===== src/rtl/pwm_gpio_responder_if.sv =====
// pwm_gpio_responder_if
//   CPU PIO <-> PWM responder bundle for one channel.
//   ctrl_in      : [DUTY_W-1:0] duty, [DUTY_W] enable, [DUTY_W+1] polarity,
//                  [DUTY_W+2] request toggle, [DUTY_W+3] reserved
//   prescaler_in : tick prescaler value
//   status_out   : [DUTY_W-1:0] applied duty, [DUTY_W] running, [DUTY_W+1] applied polarity,
//                  [DUTY_W+2] ack toggle, [DUTY_W+3] update pending
//   pwm_out      : PWM waveform pin
//   master modport = CPU/fabric driver side, slave modport = responder side.
interface pwm_gpio_responder_if #(
   parameter int unsigned DUTY_W  = 10,
   parameter int unsigned PRESC_W = 32
);
   logic [DUTY_W+3:0]  ctrl_in;
   logic [PRESC_W-1:0] prescaler_in;
   logic [DUTY_W+3:0]  status_out;
   logic               pwm_out;

   modport master (
      output ctrl_in,
      output prescaler_in,
      input  status_out,
      input  pwm_out
   );

   modport slave (
      input  ctrl_in,
      input  prescaler_in,
      output status_out,
      output pwm_out
   );
endinterface


===== src/rtl/pwm_gpio_responder.sv =====
// pwm_gpio_responder
//   Fabric-side responder for one PWM channel. Shadows the CPU control word and prescaler,
//   applies updates via a toggle req/ack handshake at PWM period boundaries (or immediately
//   while idle), and generates a registered PWM waveform.
// Ports:
//   clk          : system clock
//   reset        : synchronous, active-high reset
//   bus (slave)  : ctrl_in / prescaler_in from the CPU PIOs, status_out / pwm_out back
//   period_irq   : one-cycle pulse after each period wrap while running
//                  (present only when PWM_PERIOD_IRQ_EN is defined)
// Optional feature macro: PWM_PERIOD_IRQ_EN
module pwm_gpio_responder #(
   parameter int unsigned DUTY_W  = 10,
   parameter int unsigned PRESC_W = 32
) (
   input  logic                  clk,
   input  logic                  reset,
   pwm_gpio_responder_if.slave   bus
`ifdef PWM_PERIOD_IRQ_EN
   ,
   output logic                  period_irq
`endif
);

   localparam int unsigned        CtrlW  = DUTY_W + 4;
   localparam logic [DUTY_W-1:0]  CntMax = '1;

   typedef enum logic [0:0] {StIdle, StRun} state_e;

   state_e              state_q, state_d;
   logic [DUTY_W-1:0]   duty_q, duty_d;
   logic                pol_q, pol_d;
   logic [PRESC_W-1:0]  presc_q, presc_d;
   logic [PRESC_W-1:0]  pcnt_q, pcnt_d;
   logic [DUTY_W-1:0]   cnt_q, cnt_d;
   logic                ack_q, ack_d;
   logic                pwm_q, pwm_d;
   logic [CtrlW-1:0]    status_q, status_d;

   logic en, req, pending, running, tick, wrap, load;

   assign en      = bus.ctrl_in[DUTY_W];
   assign req     = bus.ctrl_in[DUTY_W+2];
   assign pending = req ^ ack_q;
   assign running = (state_q == StRun);
   // A cycle that sees enable drop does not advance the counters.
   assign tick    = running && en && (pcnt_q == presc_q);
   assign wrap    = tick && (cnt_q == CntMax);

   always_comb begin
      state_d = state_q;
      duty_d  = duty_q;
      pol_d   = pol_q;
      presc_d = presc_q;
      ack_d   = ack_q;
      pcnt_d  = pcnt_q;
      cnt_d   = cnt_q;
      load    = 1'b0;

      unique case (state_q)
         StIdle: begin
            pcnt_d = '0;
            cnt_d  = '0;
            // Enable wins over the handshake; the enable load also acks.
            if (en) begin
               state_d = StRun;
               load    = 1'b1;
            end else if (pending) begin
               load = 1'b1;
            end
         end
         StRun: begin
            if (!en) begin
               state_d = StIdle;
               pcnt_d  = '0;
               cnt_d   = '0;
            end else begin
               if (tick) begin
                  pcnt_d = '0;
                  cnt_d  = cnt_q + DUTY_W'(1);
               end else begin
                  pcnt_d = pcnt_q + PRESC_W'(1);
               end
               // Apply on the wrap so the new settings start cleanly at cnt=0.
               if (wrap && pending) begin
                  load = 1'b1;
               end
            end
         end
         default: state_d = StIdle;
      endcase

      if (load) begin
         duty_d  = bus.ctrl_in[DUTY_W-1:0];
         pol_d   = bus.ctrl_in[DUTY_W+1];
         presc_d = bus.prescaler_in;
         ack_d   = req;
      end

      // Drop to the idle level in the same edge that sees enable fall.
      pwm_d    = (running && en) ? ((cnt_q < duty_q) ^ pol_q) : pol_q;
      status_d = {pending, ack_q, pol_q, running, duty_q};
   end

   always_ff @(posedge clk) begin
      if (reset) begin
         state_q  <= StIdle;
         duty_q   <= '0;
         pol_q    <= 1'b0;
         presc_q  <= '0;
         pcnt_q   <= '0;
         cnt_q    <= '0;
         ack_q    <= 1'b0;
         pwm_q    <= 1'b0;
         status_q <= '0;
      end else begin
         state_q  <= state_d;
         duty_q   <= duty_d;
         pol_q    <= pol_d;
         presc_q  <= presc_d;
         pcnt_q   <= pcnt_d;
         cnt_q    <= cnt_d;
         ack_q    <= ack_d;
         pwm_q    <= pwm_d;
         status_q <= status_d;
      end
   end

   assign bus.pwm_out    = pwm_q;
   assign bus.status_out = status_q;

`ifdef PWM_PERIOD_IRQ_EN
   logic irq_q;

   always_ff @(posedge clk) begin
      if (reset) begin
         irq_q <= 1'b0;
      end else begin
         irq_q <= wrap;
      end
   end

   assign period_irq = irq_q;
`endif

endmodule


===== src/flat_wrapper.sv =====
// flat-port wrapper written by rule: the top's interface ports become plain ports
module pwm_gpio_responder_flat 
#(
   parameter int unsigned DUTY_W  = 10,
   parameter int unsigned PRESC_W = 32
)
  (clk, reset, bus_ctrl_in, bus_prescaler_in, bus_status_out, bus_pwm_out);
  pwm_gpio_responder_if #(.DUTY_W(DUTY_W), .PRESC_W(PRESC_W)) bus_i ();
  input  logic clk;
  input  logic reset;
  input wire logic [$bits(bus_i.ctrl_in)-1:0] bus_ctrl_in;
  input wire logic [$bits(bus_i.prescaler_in)-1:0] bus_prescaler_in;
  output wire logic [$bits(bus_i.status_out)-1:0] bus_status_out;
  output wire logic [$bits(bus_i.pwm_out)-1:0] bus_pwm_out;
  assign bus_i.ctrl_in = bus_ctrl_in;
  assign bus_i.prescaler_in = bus_prescaler_in;
  assign bus_status_out = bus_i.status_out;
  assign bus_pwm_out = bus_i.pwm_out;
  pwm_gpio_responder #(.DUTY_W(DUTY_W), .PRESC_W(PRESC_W)) u_core (.clk(clk), .reset(reset), .bus(bus_i));
endmodule

===== config.mk =====
export PLATFORM = sky130hd
export DESIGN_NAME = pwm_gpio_responder_flat
export DESIGN_NICKNAME = d
export VERILOG_FILES = /design/src/rtl/pwm_gpio_responder_if.sv /design/src/rtl/pwm_gpio_responder.sv /design/src/flat_wrapper.sv
export SDC_FILE = /design/constraint.sdc
export NUM_CORES = 1
export LEC_CHECK = 0
export ABC_CLOCK_PERIOD_IN_PS = 1900
export CAP_MARGIN = 40
export CORE_MARGIN = 2
export CORE_UTILIZATION = 25
export DETAILED_ROUTE_END_ITERATION = 10
export GPL_TIMING_DRIVEN = 0
export PLACE_DENSITY = 0.42
export SLEW_MARGIN = 30
export SYNTH_ARGS = -nofsm -noshare
export SYNTH_HDL_FRONTEND = slang
export SYNTH_SLANG_ARGS = --single-unit

===== constraint.sdc =====
create_clock -name clk -period 1.9 [get_ports clk]
set_clock_uncertainty 0.05 [all_clocks]
set_input_delay 0.57 -clock clk [delete_from_list [all_inputs] [get_ports clk]]
set_output_delay 0.57 -clock clk [all_outputs]
set_load 0.005 [all_outputs]

==> impl_metrics.py, run 1 <==
metrics = {
    "status": {
        "status": "complete, but fails checks",
        "violations": "setup timing",
    },
    "floorplan": {
        "io_pins": 63,
        "initial_core_util_pct": 25.5,
        "die_x_um": 145,
        "die_h_um": 145,
        "coreArea_um2": 19500,
        "die_area_um2": 21000,
        "rows": 51,
    },
    "yosys": {
        "synth.most_common_cell": "dfxtp_1",
        "syn_inst": 500,
        "synth_top_area_share_pct": 41.2,
        "ys_top_cells_by_count": "102 x dfxtp_1, 68 x nand2b_1, 56 x nor2_1, 49 x xor2_1, 33 x mux2i_1",
        "synth.avg_cell_area_um2": 9.91,
        "synth_seq_area_share_pct": 41.2,
        "yosys-top-cells-area": "dfxtp_1 41%, xor2_1 8.7%, nand2b_1 8.6%",
        "ys_ff_latch": 102,
        "yosysTopAreaCell": "dfxtp_1",
        "synth_fp_nets": 559,
        "synth-async-reset-ratio_pct": 0,
        "synth-edff-count": 0,
        "syn_area_um2": 4950,
        "yosys_warnings": 0,
        "yosysUniqueCellTypes": 43,
        "ys_dominant_reg_cell": "dfxtp_1",
    },
    "routing": {
        "ant_nets": 0,
        "drtPass1Iterations": 4,
        "wl_per_cell_um": 14.6,
        "drc": 0,
        "wirelength_mm": 12.6,
        "viasPerCell": 4.18,
        "vias": 3617,
        "drt_iter0_drc": 155,
    },
    "critical_path": {
        "cp_max_fo": 5,
        "cpMaxStageDelayCell": "dfxtp_2",
        "cp_top_family": "simple AND/OR/NAND/NOR gates",
        "crit_chain": "xor2_1, nor4_4, nand4_4, nor2_8, a21o_4, clkbuf_16, mux2_4",
        "cpPeakStageDelay_ns": 0.35,
        "cp.arrival_ns": 2.30,
        "worstSetupEndpointType": "flop",
        "reg2reg_from": "u_core.pcnt_q[16]$_SDFF_PP0_",
        "critical_path_required_ns": 2.09,
        "critPathLaunch": "u_core.pcnt_q[16]$_SDFF_PP0_",
        "startpoint_type": "flop",
        "critical_path_class": "flop to flop",
        "critical_path_buf_inv_count": 1,
    },
    "place": {
        "dp_worst_setup_slack_ns": -0.721,
        "place_congestion": 0.753,
        "portBuffers": 60,
        "place_hpwl_mm": 8.84,
    },
    "min_path": {
        "hp-class": "flop to flop",
        "min_from": "u_core.duty_q[5]$_SDFFE_PP0P_",
    },
    "final_layout": {
        "drive_above_1_share_pct": 23.1,
        "fin_nets": 655,
        "seqCellArea_um2": 2060,
        "diodes": 0,
        "num-fill-cells": 1969,
        "multiInputGateArea_um2": 3050,
        "area_delta_synth_final_pct": 41.3,
    },
    "global_routing": {
        "antenna_found_initial": 0,
        "grt_pass1_vias": 3835,
        "grtUsageTotal_pct": 12.5,
        "grt_pass1_wl_mm": 19.9,
        "gr-total-overflow": 0,
        "grt_max_degree": 17,
    },
    "timing": {
        "slew_headroom_pct": 58.3,
        "finalCritPeriodShare_pct": 111,
        "maxSlewViolCount": 0,
        "worst_pin_slew_ns": 0.626,
        "hold_viol_final": 0,
        "setup_viol": 82,
        "fin_crit_ns": 2.11,
        "worst_slack_ns": -0.206,
        "clock.fmax_ghz": 0.475,
        "rsz0062_at_grt": "yes",
        "hold_ws_ns": 0.404,
    },
    "clock_network": {
        "clock-sinks": 102,
        "clkTransAtPathRegs_ns": 0.07,
        "cts_tree": "built",
        "clkLatencyLatePin_ns": 0.36,
        "h-tree-depth": 3,
        "clockRootBuffer": "clkbuf_16",
        "cts_buffers": 9,
        "clock_path_buffers": 2,
        "hold_buffers": 0,
    },
    "power": {
        "power_density_nw_per_um2": 732,
        "vdd_drop_max_uv": 430,
        "power.static_leakage_nw": 2.72,
    },
    "job": {
        "maxCapViolations": 0,
    },
}
-- routing by layer --
metal  global-route usage, %  wire [µm]
met5                       0          0
met2                    22.1       6450
met4                    4.34        163
met1                    14.9       5630
met3                    2.80        409
-- report_power, final --
group          internal, mW  switching (mW)
sequential             2.24          0.0661
clock                  1.19           0.849
combinational         0.450           0.334
-- flip-flops by register name, indices dropped and copies added (netlist names) --
register and count:
u_core.ack_q 1, u_core.bus.pwm_out 1, u_core.bus.status_out 14, u_core.cnt_q 10, u_core.duty_q 10, u_core.pcnt_q 32
u_core.pol_q 1, u_core.presc_q 32, u_core.running 1
-- worst paths after layout --
path / to / slack [ns] / cells after the start
min reg2reg: u_core.bus.status_out[5]$_SDFF_PP0_ / 0.40 / 2
min: u_core.bus.status_out[5]$_SDFF_PP0_ / 0.40 / 2
max: u_core.duty_q[7]$_SDFFE_PP0P_ / -0.21 / 7
max reg2reg: u_core.duty_q[7]$_SDFFE_PP0P_ / -0.21 / 7
-- tightest hold or removal path: stages (launching register included) --
cell and delay [ns]:
dfxtp_1 0.30, inv_1 0.06, nor2_1 0.05
-- per-stage QoR --
stage	total power [mW]	util, %	area (µm²)	std cells	TNS [ns]
final	5.12	36.0	7000	866	-10.64
after global routing	5.34	36.0	7000	866	-17.86
after CTS	5.13	34.0	6610	856	-11.31
after detailed placement	2.99	30.3	5890	825	-42.12
after global placement	2.98	30.3	5890	825	-41.85
after floorplan	2.73	-	4960	500	-1.29
-- final cells by class --
class / instances / share of cell area (%)
well taps: 265 / 4.74
multi-input cells: 363 / 43.5
flip-flops and latches: 102 / 29.5
inverters: 15 / 0.804
plain buffers: 15 / 1.41
clock buffers: 10 / 3.41
repair buffers: 90 / 15.4
clock inverters: 6 / 1.22
-- repair_timing --
item / 4_1_cts / 5_1_grt
cloned: 4 / 3
gates resized for setup: 41 / 79
endpoints found under the setup margin: 86 / 85
setup buffers: 11 / 12
pin swaps: 10 / 39
-- kinds of logic after synthesis --
logic type,share of synthesized area [%]
compound gates,2.78
xor+xnor,12.5
fa+ha+maj,2.78
buf+inv,3.84
flops,41.2
mux,9.85
simple gates,27.0
-- cells in the final DEF (no fill, tap or decap), types with 9 or more instances in the layout --
| master | count |
|---|---|
| dfxtp_1 | 86 |
| nand2b_1 | 68 |
| clkdlybuf4s50_1 | 59 |
| xor2_1 | 37 |
| nor2_1 | 35 |
| mux2i_1 | 33 |
| xnor2_1 | 19 |
| nand2_1 | 18 |
| inv_1 | 15 |
| nor2b_1 | 15 |
| dfxtp_2 | 15 |
| nand3_1 | 14 |
| xor2_2 | 13 |
| nor2_4 | 13 |
| clkbuf_16 | 12 |
| ha_1 | 11 |
| clkbuf_1 | 10 |
| nor4_4 | 9 |
| buf_6 | 9 |
| mux2_4 | 9 |
Power figures use the tool's default switching activity.
==> run 2: changes to the inputs <==
Settings changed: CORE_MARGIN 2 to 5.
==> run 2 against run 1 <==
Effect of this change: the run still ends with setup timing left; non-clock buffer count fell by 1; power fell by 0.57%; first-iteration DRC count fell by 55%; clock-buffer cell count rose by 3; utilization fell by 0.78 points; critical path type unchanged; sequential share of layout area rose by 0.89 points; clock power barely moved.
==> impl_metrics.py, run 2 (synthesized netlist as in run 1, its figures left out) <==
metrics = {
    "critical_path": {
        "ff2ff_path_depth": 7,
        "endpoint": "u_core.duty_q[9]$_SDFFE_PP0P_",
        "critical_path_class": "flop to flop",
        "cp_max_fo": 10,
        "reg2reg_from": "u_core.presc_q[7]$_SDFFE_PP0P_",
        "startpoint_type": "flop",
        "critPathLaunch": "u_core.presc_q[7]$_SDFFE_PP0P_",
        "critical_path_required_ns": 2.09,
        "reg2reg_to": "u_core.duty_q[9]$_SDFFE_PP0P_",
        "worstSetupEndpointType": "flop",
        "cp.arrival_ns": 2.27,
        "reg2reg_slack_ns": -0.18,
    },
    "routing": {
        "drtPass1Iterations": 4,
        "wl_per_cell_um": 14.2,
        "drt_iter0_drc": 70,
        "wirelength_mm": 12.3,
        "drc": 0,
        "ant_nets": 0,
        "viasPerCell": 4.14,
        "vias": 3578,
    },
    "clock_network": {
        "cts_buffers": 9,
        "clkTransAtPathRegs_ns": 0.07,
        "clockRootBuffer": "clkbuf_16",
        "hold_buffers": 0,
        "cts_tree": "built",
        "h-tree-depth": 3,
        "clkLatencyLatePin_ns": 0.35,
        "clock-sinks": 102,
        "clock_path_buffers": 2,
    },
    "timing": {
        "finalCritPeriodShare_pct": 109,
        "worst_slack_ns": -0.179,
        "hold_viol_final": 0,
        "fin_crit_ns": 2.08,
        "rsz0062_at_grt": "yes",
        "slew_headroom_pct": 61.4,
        "clock.fmax_ghz": 0.481,
        "maxSlewViolCount": 0,
        "setup_viol": 84,
        "worst_pin_slew_ns": 0.579,
    },
    "global_routing": {
        "grt_pass1_vias": 3861,
        "grtUsageTotal_pct": 11.6,
        "antenna_found_initial": 0,
        "grt_pass1_wl_mm": 20.2,
        "grt_max_degree": 16,
        "gr-total-overflow": 0,
    },
    "final_layout": {
        "fin_nets": 654,
        "drive_above_1_share_pct": 21.8,
        "area_delta_synth_final_pct": 38.2,
        "layout_common_cells": "77 x dfxtp_1, 68 x nand2b_1, 59 x clkdlybuf4s50_1, 52 x nor2_1, 38 x xor2_1",
        "fin_util_pct": 35.2,
        "diodes": 0,
        "final_common_cell": "dfxtp_1",
    },
    "power": {
        "power.switching_mw": 1.19,
        "vdd_drop_max_uv": 432,
        "p_int_mw": 3.91,
        "switching_share_pct": 23.3,
        "power.static_leakage_nw": 2.71,
        "seqPwrFrac_pct": 45.2,
        "pwr-share-clk_pct": 40.5,
        "power_density_nw_per_um2": 744,
        "comb_power_share_pct": 14.3,
    },
    "place": {
        "portBuffers": 60,
        "dp_worst_setup_slack_ns": -0.734,
        "place_congestion": 0.761,
        "place_hpwl_mm": 8.98,
    },
    "min_path": {
        "hp-class": "flop to flop",
        "hold-path-cell-count": 2,
    },
    "job": {
        "maxCapViolations": 0,
    },
    "floorplan": {
        "io_pins": 63,
        "die_h_um": 151,
        "initial_core_util_pct": 25.5,
        "rows": 51,
        "coreArea_um2": 19500,
        "die_area_um2": 22700,
        "die_x_um": 151,
    },
    "status": {
        "status": "complete, but fails checks",
        "violations": "setup timing",
    },
}
==> run 2: cell count changes in the layout (fill, tap and decap cells not counted), sizes merged <==
cell / previous run / this run
buf: 32 / 34
clkinvlp: 2 / 0
clkinv: 2 / 1
dlygate4sd2: 1 / 0
dlymetal6s2s: 0 / 1
==> run 2: what timing repair did <==
item | in CTS | in global routing
buffers inserted | 19 | 2
setup endpoints to repair | 86 | 84
cloned | 3 | 0
pin swaps | 23 | 6
resized for setup | 59 | 26
==> run 2: worst max-delay path, cell delays in order (launching register included) <==
cell and delay (ns):
dfxtp_2 0.34, xor2_2 0.18, nor4_4 0.39, nand4_4 0.21, nor2_8 0.18, a21o_4 0.16, buf_12 0.14, mux2_4 0.30
==> run 2: layout make-up <==
cell class	instances	area, µm²
plain buffers	20	184
clock buffers	13	270
clock inverters	3	65.1
fillers	1980	12600
inverters	15	56.3
multi-input cells	363	2960
flip-flops and latches	102	2080
well taps	265	332
repair buffers	84	905
==> run 2: through the flow <==
step / total power, mW / TNS [ns] / hold slack [ns] / std cells / area [µm²]
floorplan: 2.73 / -1.29 / 0.381 / 500 / 4960
global placement: 2.98 / -41.58 / 0.399 / 825 / 5890
detailed placement: 2.99 / -44.51 / 0.399 / 825 / 5890
CTS: 5.20 / -9.63 / 0.410 / 863 / 6730
global route: 5.34 / -15.38 / 0.440 / 865 / 6850
finish: 5.09 / -9.03 / 0.403 / 865 / 6850
==> run 2: worst min path at each step <==
stage          slack, ns                             endpoint                     startpoint
2_1_floorplan       0.38  u_core.bus.status_out[1]$_SDFF_PP0_  u_core.duty_q[1]$_SDFFE_PP0P_
3_3_place_gp        0.40  u_core.bus.status_out[5]$_SDFF_PP0_  u_core.duty_q[5]$_SDFFE_PP0P_
3_5_place_dp        0.40  u_core.bus.status_out[5]$_SDFF_PP0_  u_core.duty_q[5]$_SDFFE_PP0P_
4_1_cts             0.41  u_core.bus.status_out[5]$_SDFF_PP0_  u_core.duty_q[5]$_SDFFE_PP0P_
5_1_grt             0.44  u_core.bus.status_out[3]$_SDFF_PP0_  u_core.duty_q[3]$_SDFFE_PP0P_
6_report            0.40  u_core.bus.status_out[5]$_SDFF_PP0_  u_core.duty_q[5]$_SDFFE_PP0P_
==> run 2: routing by layer <==
layer | wire length, µm | global-route usage [%] | up-vias | share of wire, %
li1 | - | - | 1837 | -
met1 | 5460 | 14.0 | 1679 | 44
met2 | 6190 | 19.7 | 47 | 50
met3 | 440 | 3.23 | 15 | 3.6
met4 | 223 | 3.94 | 0 | 1.8
met5 | 0 | 0 | - | 0
==> run 2: power groups by stage <==
| stage | sequential, mW | clock [mW] | combinational (mW) |
|---|---|---|---|
| after floorplan | 2.33 | 0 | 0.404 |
| after global placement | 2.35 | 0 | 0.637 |
| after detailed placement | 2.34 | 0 | 0.642 |
| after CTS | 2.30 | 2.17 | 0.737 |
| after global routing | 2.31 | 2.24 | 0.794 |
| final | 2.30 | 2.06 | 0.727 |
==> run 3: changes to the inputs <==
Settings changed: REMOVE_ABC_BUFFERS from default to 1.
==> run 3 against run 2 <==
Effect of this change: the run still ends with setup timing left; worst setup slack improved by 0.028 ns; hold slack improved by 0.021 ns; power down 4.9%; non-clock buffer count fell by 27; critical path depth down 1; global-route usage is 1.3 points lower; routed wire length decreased by 11%; sequential cell count did not move; sequential power barely moved; register-to-register slack better by 0.03 ns; clock-buffer cell count shrank 1; largest power group unchanged.
==> impl_metrics.py, run 3 (synthesized netlist as in run 1, its figures left out) <==
metrics = {
    "min_path": {
        "hp-class": "flop to flop",
        "min_from": "u_core.duty_q[2]$_SDFFE_PP0P_",
    },
    "final_layout": {
        "seqCellArea_um2": 2060,
        "num-fill-cells": 2011,
        "drive_above_1_share_pct": 17.0,
        "layout_common_cells": "89 x dfxtp_1, 68 x nand2b_1, 60 x clkdlybuf4s50_1, 49 x nor2_1, 48 x xor2_1",
        "fin_util_pct": 33.1,
        "fin_nets": 631,
        "final_common_cell": "dfxtp_1",
        "multiInputGateArea_um2": 2890,
        "area_delta_synth_final_pct": 29.9,
        "stdcell_count": 842,
        "diodes": 0,
        "final_area_um2": 6440,
    },
    "critical_path": {
        "cp.arrival_ns": 2.24,
        "cpMaxStageDelayCell": "nor4_2",
        "reg2reg_to": "u_core.duty_q[3]$_SDFFE_PP0P_",
        "critical_path_class": "flop to flop",
        "critical_path_required_ns": 2.08,
        "reg2reg_from": "u_core.presc_q[7]$_SDFFE_PP0P_",
        "critPathLaunch": "u_core.presc_q[7]$_SDFFE_PP0P_",
        "reg2reg_slack_ns": -0.15,
        "crit_chain": "xor2_1, nor4_2, nand4_4, nor2_8, a21o_4, mux2_4",
        "ff2ff_path_depth": 6,
        "startpoint_type": "flop",
        "endpoint": "u_core.duty_q[3]$_SDFFE_PP0P_",
        "worstSetupEndpointType": "flop",
        "cp_max_fo": 6,
        "cpPeakStageDelay_ns": 0.41,
    },
    "place": {
        "place_hpwl_mm": 7.62,
        "dp_worst_setup_slack_ns": -0.701,
        "dpl.cell_count": 809,
        "portBuffers": 61,
        "placed_cell_area_um2": 5820,
        "place_congestion": 0.723,
    },
    "global_routing": {
        "grt_max_degree": 55,
        "gr-total-overflow": 0,
        "grtUsageTotal_pct": 10.3,
        "grt_pass1_wl_mm": 18.1,
        "antenna_found_initial": 0,
        "grt_pass1_vias": 3561,
    },
    "timing": {
        "fin_crit_ns": 2.05,
        "setup_tns_ns": -7.66,
        "slew_headroom_pct": 75.0,
        "hold_viol_final": 0,
        "finalCritPeriodShare_pct": 108,
        "worst_pin_slew_ns": 0.371,
        "worst_slack_ns": -0.151,
        "clock.fmax_ghz": 0.487,
        "rsz0062_at_grt": "yes",
        "setup_viol": 82,
        "maxSlewViolCount": 0,
        "hold_ws_ns": 0.424,
    },
    "power": {
        "power.static_leakage_nw": 2.52,
        "vdd_drop_max_uv": 420,
        "finalPower_mw": 4.84,
        "power_density_nw_per_um2": 752,
    },
    "routing": {
        "drtPass1Iterations": 4,
        "ant_nets": 0,
        "drc": 0,
        "wl_per_cell_um": 13.0,
        "wirelength_mm": 11.0,
        "viasPerCell": 4.17,
        "drt_iter0_drc": 118,
        "vias": 3511,
    },
    "floorplan": {
        "die_area_um2": 22700,
        "io_pins": 63,
        "die_h_um": 151,
        "die_x_um": 151,
        "initial_core_util_pct": 25.5,
        "rows": 51,
        "coreArea_um2": 19500,
    },
    "clock_network": {
        "clock_path_buffers": 2,
        "clock-sinks": 102,
        "cts_tree": "built",
        "h-tree-depth": 3,
        "cts_buffers": 9,
        "clockRootBuffer": "clkbuf_16",
        "clkTransAtPathRegs_ns": 0.07,
        "clkLatencyLatePin_ns": 0.35,
    },
    "status": {
        "status": "complete, but fails checks",
        "violations": "setup timing",
    },
    "job": {
        "maxCapViolations": 0,
    },
}
## run 3: repair_timing
action | CTS | global route
gates resized for setup | 30 | 23
endpoints found under the setup margin | 86 | 86
hold buffers | 0 | 0
gates cloned | 4 | 0
buffers inserted | 11 | 2
pin swaps | 29 | 9
## run 3: routing by layer
layer  GRT usage [%]  vias to the layer above  routed length [µm]
met2            17.3                       58                5390
met4            3.81                        0                 242
met1            12.3                     1629                4820
met5               0                        -                   0
met3            3.08                       18                 529
li1                -                     1806                   -
## run 3: area by class of cell
cell class	count	share of cell area, %
clock buffer	12	3.98
clock inverter	4	0.700
inverter	15	0.874
multi-input combinational	367	44.9
sequential	102	32.0
tap	265	5.15
timing repair buffer	77	12.4
## run 3: critical path: cells and delay by family (launching register included)
family,cells,cell delay [ns]
AOI/OAI and AO/OA,1,0.24
xor gates and xnor gates,1,0.16
DFF,1,0.33
muxes,1,0.32
and+or+nand+nor,3,0.83
## run 3: report_power, final
| part | internal [mW] | switching (mW) | total [mW] |
|---|---|---|---|
| sequential | 2.23 | 0.0574 | 2.29 |
| clock | 1.09 | 0.812 | 1.90 |
| combinational | 0.368 | 0.284 | 0.653 |
## run 3: how the worst min path moves through the flow
stage,end,slack [ns],cells after the start
2_1_floorplan,u_core.bus.status_out[1]$_SDFF_PP0_,0.38,2
3_3_place_gp,u_core.bus.status_out[6]$_SDFF_PP0_,0.41,2
3_5_place_dp,u_core.bus.status_out[5]$_SDFF_PP0_,0.41,2
4_1_cts,u_core.bus.status_out[6]$_SDFF_PP0_,0.42,2
5_1_grt,u_core.bus.status_out[3]$_SDFF_PP0_,0.45,2
6_report,u_core.bus.status_out[2]$_SDFF_PP0_,0.42,2
